<file path="src/rtl/cpu_pkg.sv">
// cpu_pkg: definitions shared by the multicycle sequencer, the datapath and the
// existing control decoder.
//   OP_*      opcode field values (IR[7:6])
//   state_t   sequencer state encoding (codes 6 and 7 are unused)
//   ALUOP_*   ALU operation select
//   strobes_t bundle of the datapath strobes that depend only on (state, opcode)
package cpu_pkg;

  localparam logic [1:0] OP_ADD = 2'b00;
  localparam logic [1:0] OP_LW  = 2'b01;
  localparam logic [1:0] OP_SW  = 2'b10;
  localparam logic [1:0] OP_BEQ = 2'b11;

  typedef enum logic [2:0] {
    S_IDLE   = 3'd0,
    S_FETCH  = 3'd1,
    S_DECODE = 3'd2,
    S_EXEC   = 3'd3,
    S_MEM    = 3'd4,
    S_WB     = 3'd5
  } state_t;

  localparam logic ALUOP_ADD = 1'b0;
  localparam logic ALUOP_SUB = 1'b1;

  typedef struct packed {
    logic reg_dst;
    logic reg_write;
    logic alu_src;
    logic branch;
    logic mem_read;
    logic mem_write;
    logic mem_to_reg;
    logic alu_op;
  } strobes_t;

endpackage

</file>
<file path="src/rtl/mc_strobe_decode.sv">
// mc_strobe_decode: purely combinational decode of the datapath strobes from
// the sequencer state and the latched opcode.
//   i_state   current sequencer state
//   i_op      opcode latched in DECODE
//   o_strobes RegDst/RegWrite/ALUsrc/Branch/MemRead/MemWrite/MemtoReg/ALUOp
// PCWrite/IRWrite depend on mem_ready and are produced by the top.
module mc_strobe_decode
  import cpu_pkg::*;
(
  input  state_t     i_state,
  input  logic [1:0] i_op,
  output strobes_t   o_strobes
);

  always_comb begin
    o_strobes = '0;
    case (i_state)
      S_FETCH: o_strobes.mem_read = 1'b1;
      S_EXEC: begin
        case (i_op)
          OP_LW, OP_SW: begin
            o_strobes.alu_src = 1'b1;
            o_strobes.alu_op  = ALUOP_ADD;
          end
          OP_BEQ: begin
            o_strobes.alu_op = ALUOP_SUB;
            o_strobes.branch = 1'b1;
          end
          default: o_strobes.alu_op = ALUOP_ADD;
        endcase
      end
      S_MEM: begin
        o_strobes.mem_read  = (i_op == OP_LW);
        o_strobes.mem_write = (i_op == OP_SW);
      end
      S_WB: begin
        o_strobes.reg_write  = 1'b1;
        o_strobes.reg_dst    = (i_op == OP_ADD);
        o_strobes.mem_to_reg = (i_op == OP_LW);
      end
      default: o_strobes = '0;
    endcase
  end

endmodule

</file>
<file path="src/rtl/multicycle_control.sv">
// multicycle_control: multicycle sequencer for the 8-bit CPU datapath.
// Steps each instruction through FETCH/DECODE/EXEC/MEM/WB, stalling in FETCH
// and MEM until mem_ready.
// Ports:
//   clk, reset (async, active-high), start, halt, Instruction[1:0], mem_ready
//   PCWrite, IRWrite (Mealy on mem_ready in FETCH), RegDst, RegWrite, ALUsrc,
//   Branch, MemRead, MemWrite, MemtoReg, ALUOp, state[2:0], instr_count[15:0]
// Build option: MC_INSTR_COUNT_EN builds the retired-instruction counter;
// without it instr_count is tied to 0.
module multicycle_control
  import cpu_pkg::*;
(
  input  logic        clk,
  input  logic        reset,
  input  logic        start,
  input  logic        halt,
  input  logic [1:0]  Instruction,
  input  logic        mem_ready,
  output logic        PCWrite,
  output logic        IRWrite,
  output logic        RegDst,
  output logic        RegWrite,
  output logic        ALUsrc,
  output logic        Branch,
  output logic        MemRead,
  output logic        MemWrite,
  output logic        MemtoReg,
  output logic        ALUOp,
  output logic [2:0]  state,
  output logic [15:0] instr_count
);

  state_t     r_state;
  state_t     w_next;
  logic [1:0] r_op;
  logic       w_instr_end;
  strobes_t   w_strobes;

  always_ff @(posedge clk or posedge reset) begin
    if (reset) begin
      r_state <= S_IDLE;
      r_op    <= OP_ADD;
    end else begin
      r_state <= w_next;
      if (r_state == S_DECODE) r_op <= Instruction;
    end
  end

  always_comb begin
    w_next      = r_state;
    w_instr_end = 1'b0;
    case (r_state)
      S_IDLE:   if (start) w_next = S_FETCH;
      S_FETCH:  if (mem_ready) w_next = S_DECODE;
      S_DECODE: w_next = S_EXEC;
      S_EXEC: begin
        case (r_op)
          OP_ADD:       w_next = S_WB;
          OP_LW, OP_SW: w_next = S_MEM;
          default:      w_instr_end = 1'b1;
        endcase
      end
      S_MEM: begin
        if (mem_ready) begin
          if (r_op == OP_LW) w_next = S_WB;
          else               w_instr_end = 1'b1;
        end
      end
      S_WB:     w_instr_end = 1'b1;
      default:  w_next = S_IDLE;
    endcase
    // halt only matters at an instruction boundary
    if (w_instr_end) w_next = halt ? S_IDLE : S_FETCH;
  end

  mc_strobe_decode u_strobe_decode (
    .i_state   (r_state),
    .i_op      (r_op),
    .o_strobes (w_strobes)
  );

  always_comb begin
    PCWrite  = (r_state == S_FETCH) && mem_ready;
    IRWrite  = (r_state == S_FETCH) && mem_ready;
    RegDst   = w_strobes.reg_dst;
    RegWrite = w_strobes.reg_write;
    ALUsrc   = w_strobes.alu_src;
    Branch   = w_strobes.branch;
    MemRead  = w_strobes.mem_read;
    MemWrite = w_strobes.mem_write;
    MemtoReg = w_strobes.mem_to_reg;
    ALUOp    = w_strobes.alu_op;
    state    = r_state;
  end

`ifdef MC_INSTR_COUNT_EN
  logic [15:0] r_instr_count;

  always_ff @(posedge clk or posedge reset) begin
    if (reset)            r_instr_count <= 16'd0;
    else if (w_instr_end) r_instr_count <= r_instr_count + 16'd1;
  end

  assign instr_count = r_instr_count;
`else
  assign instr_count = 16'd0;
`endif

endmodule

</file>
<file path="config.mk">
export PLATFORM = sky130hd
export DESIGN_NAME = multicycle_control
export DESIGN_NICKNAME = d
export VERILOG_FILES = /design/src/rtl/cpu_pkg.sv /design/src/rtl/mc_strobe_decode.sv /design/src/rtl/multicycle_control.sv
export SDC_FILE = /design/constraint.sdc
export NUM_CORES = 1
export LEC_CHECK = 0
export ABC_CLOCK_PERIOD_IN_PS = 2500
export CAP_MARGIN = 20
export CORE_ASPECT_RATIO = 1.1
export CORE_MARGIN = 2
export CORE_UTILIZATION = 26
export CTS_CLUSTER_SIZE = 28
export DETAILED_ROUTE_END_ITERATION = 6
export HOLD_SLACK_MARGIN = 0.08
export RECOVER_POWER = 50
export REMOVE_ABC_BUFFERS = 1
export SLEW_MARGIN = 20
export SYNTH_ARGS = -nofsm -noshare
export SYNTH_HDL_FRONTEND = slang
export SYNTH_HIERARCHICAL = 1
export SYNTH_SLANG_ARGS = --single-unit
</file>
<file path="constraint.sdc">
create_clock -name clk -period 2.5 [get_ports clk]
set_input_delay 0.75 -clock clk [delete_from_list [all_inputs] [get_ports clk]]
set_output_delay 0.75 -clock clk [all_outputs]
set_load 0.05 [all_outputs]
</file>
# Word-level counts from Yosys, hierarchy flattened
# Index checks and enable logic that the tools add are counted.
# W data, S select, Z words.
[word_totals]
register_bits = 5
input_bits = 7
elab_cells = 42
[classes]
eq_ne = 14
n_mux = 20
reduce_logical = 6
[op_table]
columns = ["cell", "n"]
rows = [
  ["$pmux W3 S6", 1],
  ["$mux W3", 5],
  ["$ne A3 B3 Y1 const B", 4],
  ["$mux W1", 9],
  ["$eq A3 B2 Y1 const B", 2],
  ["$eq A3 B3 Y1 const B", 2],
  ["$pmux W3 S2", 1],
  ["$reduce_and A6 Y1", 1],
  ["$eq A2 B2 Y1 const B", 2],
  ["$mux W2", 2],
  ["$ne A4 B3 Y1 const B", 1],
  ["$eq A3 B1 Y1 const B", 1],
  ["$logic_not A3 Y1", 1],
  ["$pmux W1 S3", 1],
  ["$reduce_or A3 Y1", 1],
  ["$eq A2 B1 Y1 const B", 1],
  ["$logic_not A2 Y1", 1],
  ["$ne A2 B2 Y1 const B", 1],
  ["$pmux W1 S2", 1],
  ["$reduce_or A2 Y1", 1],
  ["$logic_and A1 B1 Y1", 1],
]

# Depth between registers and ports, before layout
[logic_depth]
ltp_word = 6
ltp_mapped = 6
depth_no_buf = 6

# Cells and area by module
# The synthesis kept the hierarchy.
[modules_own_cells]
columns = ["module", "instances", "cells_each", "area_each_um2"]
rows = [
  ["multicycle_control", 1, 70, 601.8],
  ["mc_strobe_decode", 1, 17, 148.9],
]

# Worst setup path after synthesis
# No wires, ideal clock.
[synth_timing]
kind = "flip-flop to output port"
startpoint = "register r_state[0], in the netlist state[0]"
endpoint = "output port PCWrite"
arrival_time_ns = 3.043
required_time_ns = 1.750
path_slack_ns = -1.293
stages_incl_launch_ff = 5
path_buffers = 2
cell_sequence = "dfrtp_1 -> buf_6 -> inv_1 -> nor4_1 -> buf_4"
[synth_between]
elab_chain_cells = 2
[synth_lines]
columns = ["item", "line", "source"]
rows = [
  ["start, declared", "multicycle_control.sv:33", "state_t r_state;"],
  ["start signal, assigned", "multicycle_control.sv:44", "r_state <= w_next;"],
  ["$eq A3 B1 Y1", "-", ""],
  ["$logic_and A1 B1 Y1", "-", ""],
  ["end, declared", "multicycle_control.sv:19", "output logic PCWrite,"],
]
# Every way passes these cells.

# Worst setup path in the final report
[layout_timing]
startpoint = "input port mem_ready"
endpoint = "output port IRWrite"
[layout_between]
elab_chain_cells = 1
[layout_lines]
columns = ["item", "line", "source"]
rows = [
  ["start, declared", "multicycle_control.sv:18", "input logic mem_ready,"],
  ["$logic_and A1 B1 Y1", "multicycle_control.sv:84", "IRWrite = (r_state == S_FETCH) && mem_ready;"],
  ["end, declared", "multicycle_control.sv:20", "output logic IRWrite,"],
]
# Every way passes these cells.

==> results.sh <==
export IMPL_crit_type="input pin to output pin"
export IMPL_hold_class="flip-flop to flip-flop"
export IMPL_grt_pass1_vias=570
export IMPL_antennaDiodeCount=0
export IMPL_outcome="complete, no violations"
export IMPL_portBuffers=19
export IMPL_clock_sinks=5
export IMPL_period_share_pct=94.0
export IMPL_p_leak_nw=0.479
export IMPL_drc=0
export IMPL_postCtsHoldBufs=0
export IMPL_drt_wirelength_per_cell_um=10.8
export IMPL_netlist_top_cells_count="buf_4 (18), inv_1 (8), ha_1 (7), dfrtp_1 (5), nor2_1 (5)"
export IMPL_slew_violations=0
export IMPL_pwr_density_cell_nw_per_um2=1240
export IMPL_clk_path_buf_depth=2
export IMPL_fmax_mhz=426
export IMPL_design_area_um2=1000
export IMPL_grt_ovfl_total=0
export IMPL_cp_max_fo=2
export IMPL_period_minus_slack_ns=2.35
export IMPL_grt_max_degree=20
export IMPL_cts_tree="done"
export IMPL_place_detailed_instances=137
export IMPL_synthFlopType="dfrtp_1"
export IMPL_cts_htree_levels=1
export IMPL_postCtsResizedCells=1
export IMPL_crit_arrival_ns=1.60
export IMPL_die_w_um=55.2
export IMPL_ant_nets=0
export IMPL_synth_seq_area_share_pct=16.7
export IMPL_crit_start="mem_ready"
export IMPL_via_per_inst=4.31
export IMPL_maxCapViolations=0
export IMPL_fin_cells=141
export IMPL_pre_cts_ws_ns=-0.0127
export IMPL_crit_chain="dlygate4sd2_1, inv_1, nor4_1, buf_4, buf_12"
export IMPL_fin_ws_ns=0.151
export IMPL_min_from="r_op[1]$_DFFE_PP0P_"
export IMPL_synthCells=87
export IMPL_num_fill_cells=285
export IMPL_layout_nets=123
export IMPL_ir_drop_mv=0.579
export IMPL_die_area_um2=3330
export IMPL_synth_area_leader_cell="buf_4"
export IMPL_area_growth_pct=33.3
export IMPL_synth_edf_count=0
export IMPL_worstSetupEndpointType="output pin"
export IMPL_io_pins=36
export IMPL_relSlewSlack_pct=60.3
export IMPL_async_flop_share_pct=100
export IMPL_die_y_um=60.4
export IMPL_clock_latency_ns=0.24
export IMPL_ff2ff_setup_slack_ns=0.42
export IMPL_synth_distinct_cells=33
export IMPL_critPathLaunchType="input pin"
export IMPL_synthTopCellsByArea="buf_4 (18%), dfrtp_1 (17%), ha_1 (12%), buf_6 (4.5%), inv_1 (4.0%)"
export IMPL_hold_slack_ns=0.670
export IMPL_fin_skew_ns=0.00387
export IMPL_drt_iter0_markers=8
export IMPL_antenna_found_initial=0
export IMPL_clk_pin_slew_ns=0.04
export IMPL_avgSynthCellArea_um2=8.63
export IMPL_start_util_pct=27.3
export IMPL_multi_input_area_um2=478
export IMPL_post_dp_cell_area_um2=992
export IMPL_num_rows=20
export IMPL_grt_pass1_wl_um=2440
export IMPL_finalHoldViolCount=0
export IMPL_rsz0062_at_grt="false"
export IMPL_crit_slowest_cell="nor4_1"
export IMPL_cts_inserted_buffers=3
export IMPL_postCtsSetupRepairBufs=0
export IMPL_core_region_area_um2=2750
export IMPL_vias=608
export IMPL_hpwl_um=1200
export IMPL_clockRootBuffer="clkbuf_4"
export IMPL_grt_total_usage_pct=9.14
export IMPL_worst_pin_slew_ns=0.597
export IMPL_rr_startpoint="r_op[0]$_DFFE_PP0P_"
export IMPL_critical_path_max_stage_delay_ns=0.26
export IMPL_regArea_um2=125
export IMPL_gp_congestion=0.749
export IMPL_tns_ns=0
export IMPL_required_ns=1.75
export IMPL_dr_pass1_iters=3
export IMPL_drt_total_wl_um=1520
export IMPL_ys_ff_latch=5
export IMPL_yosysTopAreaCellShare_pct=18.0
export IMPL_drive_gt1_share_pct=25.0
export IMPL_setup_violations=0
export IMPL_ys_warn_count=6
export IMPL_syn_cell_area_um2=751
export IMPL_synth_most_common_cell="buf_4"
worst max-delay path, delay by kind of cell:
kind,cells,cell delay (ns)
buffers and inverters,4,0.58
and+or+nand+nor,1,0.26
cell usage in the layout, fill, tap and decap left out, types with 2 or more instances in the layout:
cell type	n
clkbuf_4	3
buf_12	10
inv_1	8
ha_1	7
buf_4	4
clkdlybuf4s50_1	4
conb_1	16
nand3b_1	2
clkbuf_1	4
nor3_1	2
nand2b_1	2
o21ai_0	4
and3_1	3
nor2_1	5
nand2_1	3
and4b_2	2
dfrtp_1	5
a21oi_1	3
power breakdown:
group          internal, mW  leakage, nW  switching, mW
Clock                0.0602       0.0150         0.0303
Sequential            0.120       0.0613          0.103
Combinational         0.389        0.403          0.543
registers in the layout (all words and copies together), names as in the netlist:
register and cells:
r_op 2, state 3
final cells by class:
type / instances / area share [%]
clock buffer: 4 / 2.63
inverter: 8 / 3.00
multi-input combinational: 68 / 47.7
tap: 33 / 4.13
timing repair buffer: 23 / 30.0
sequential: 5 / 12.5
per-stage QoR:
stage | util, % | power (mW)
3_3_place_gp | 36.0 | 1.17
6_report | 36.4 | 1.25
5_1_grt | 36.4 | 1.35
4_1_cts | 37.0 | 1.28
3_5_place_dp | 36.0 | 1.18
2_1_floorplan | - | 0.838
logic make-up (layout without fill, tap and decap cells):
kind of cell | after synthesis | count (layout) | share of synthesized area (%)
AOI/OAI and AO/OA | 16 | 16 | 17.3
muxes | 1 | 1 | 1.50
adders and majority gates | 7 | 7 | 11.7
xor gates and xnor gates | 1 | 1 | 1.17
other | 1 | 16 | 0.500
and+or+nand+nor | 27 | 27 | 24.7
DFF | 5 | 5 | 16.7
buffers and inverters | 29 | 35 | 26.5
final timing paths:
path,depth (start not counted),end
worst max-delay path,5,IRWrite
min in group asynchronous,2,r_op[0]$_DFFE_PP0P_
max in group asynchronous,2,state[2]$_DFFE_PP0P_
worst min-delay path,2,r_op[1]$_DFFE_PP0P_
worst max register to register,6,state[1]$_DFFE_PP0P_
worst min register to register,2,r_op[1]$_DFFE_PP0P_
routing by layer:
layer  wire [um]  part of all wire [%]  track usage [%]  vias to the layer above
met1         636                    42             8.67                      282
li1            -                     -                -                      307
met3          79                   5.2             3.41                        0
met2         802                    53             18.9                       19
met4           0                     0             2.09                        0
met5           0                     0                0                        -
Power figures use the tool's default switching activity.
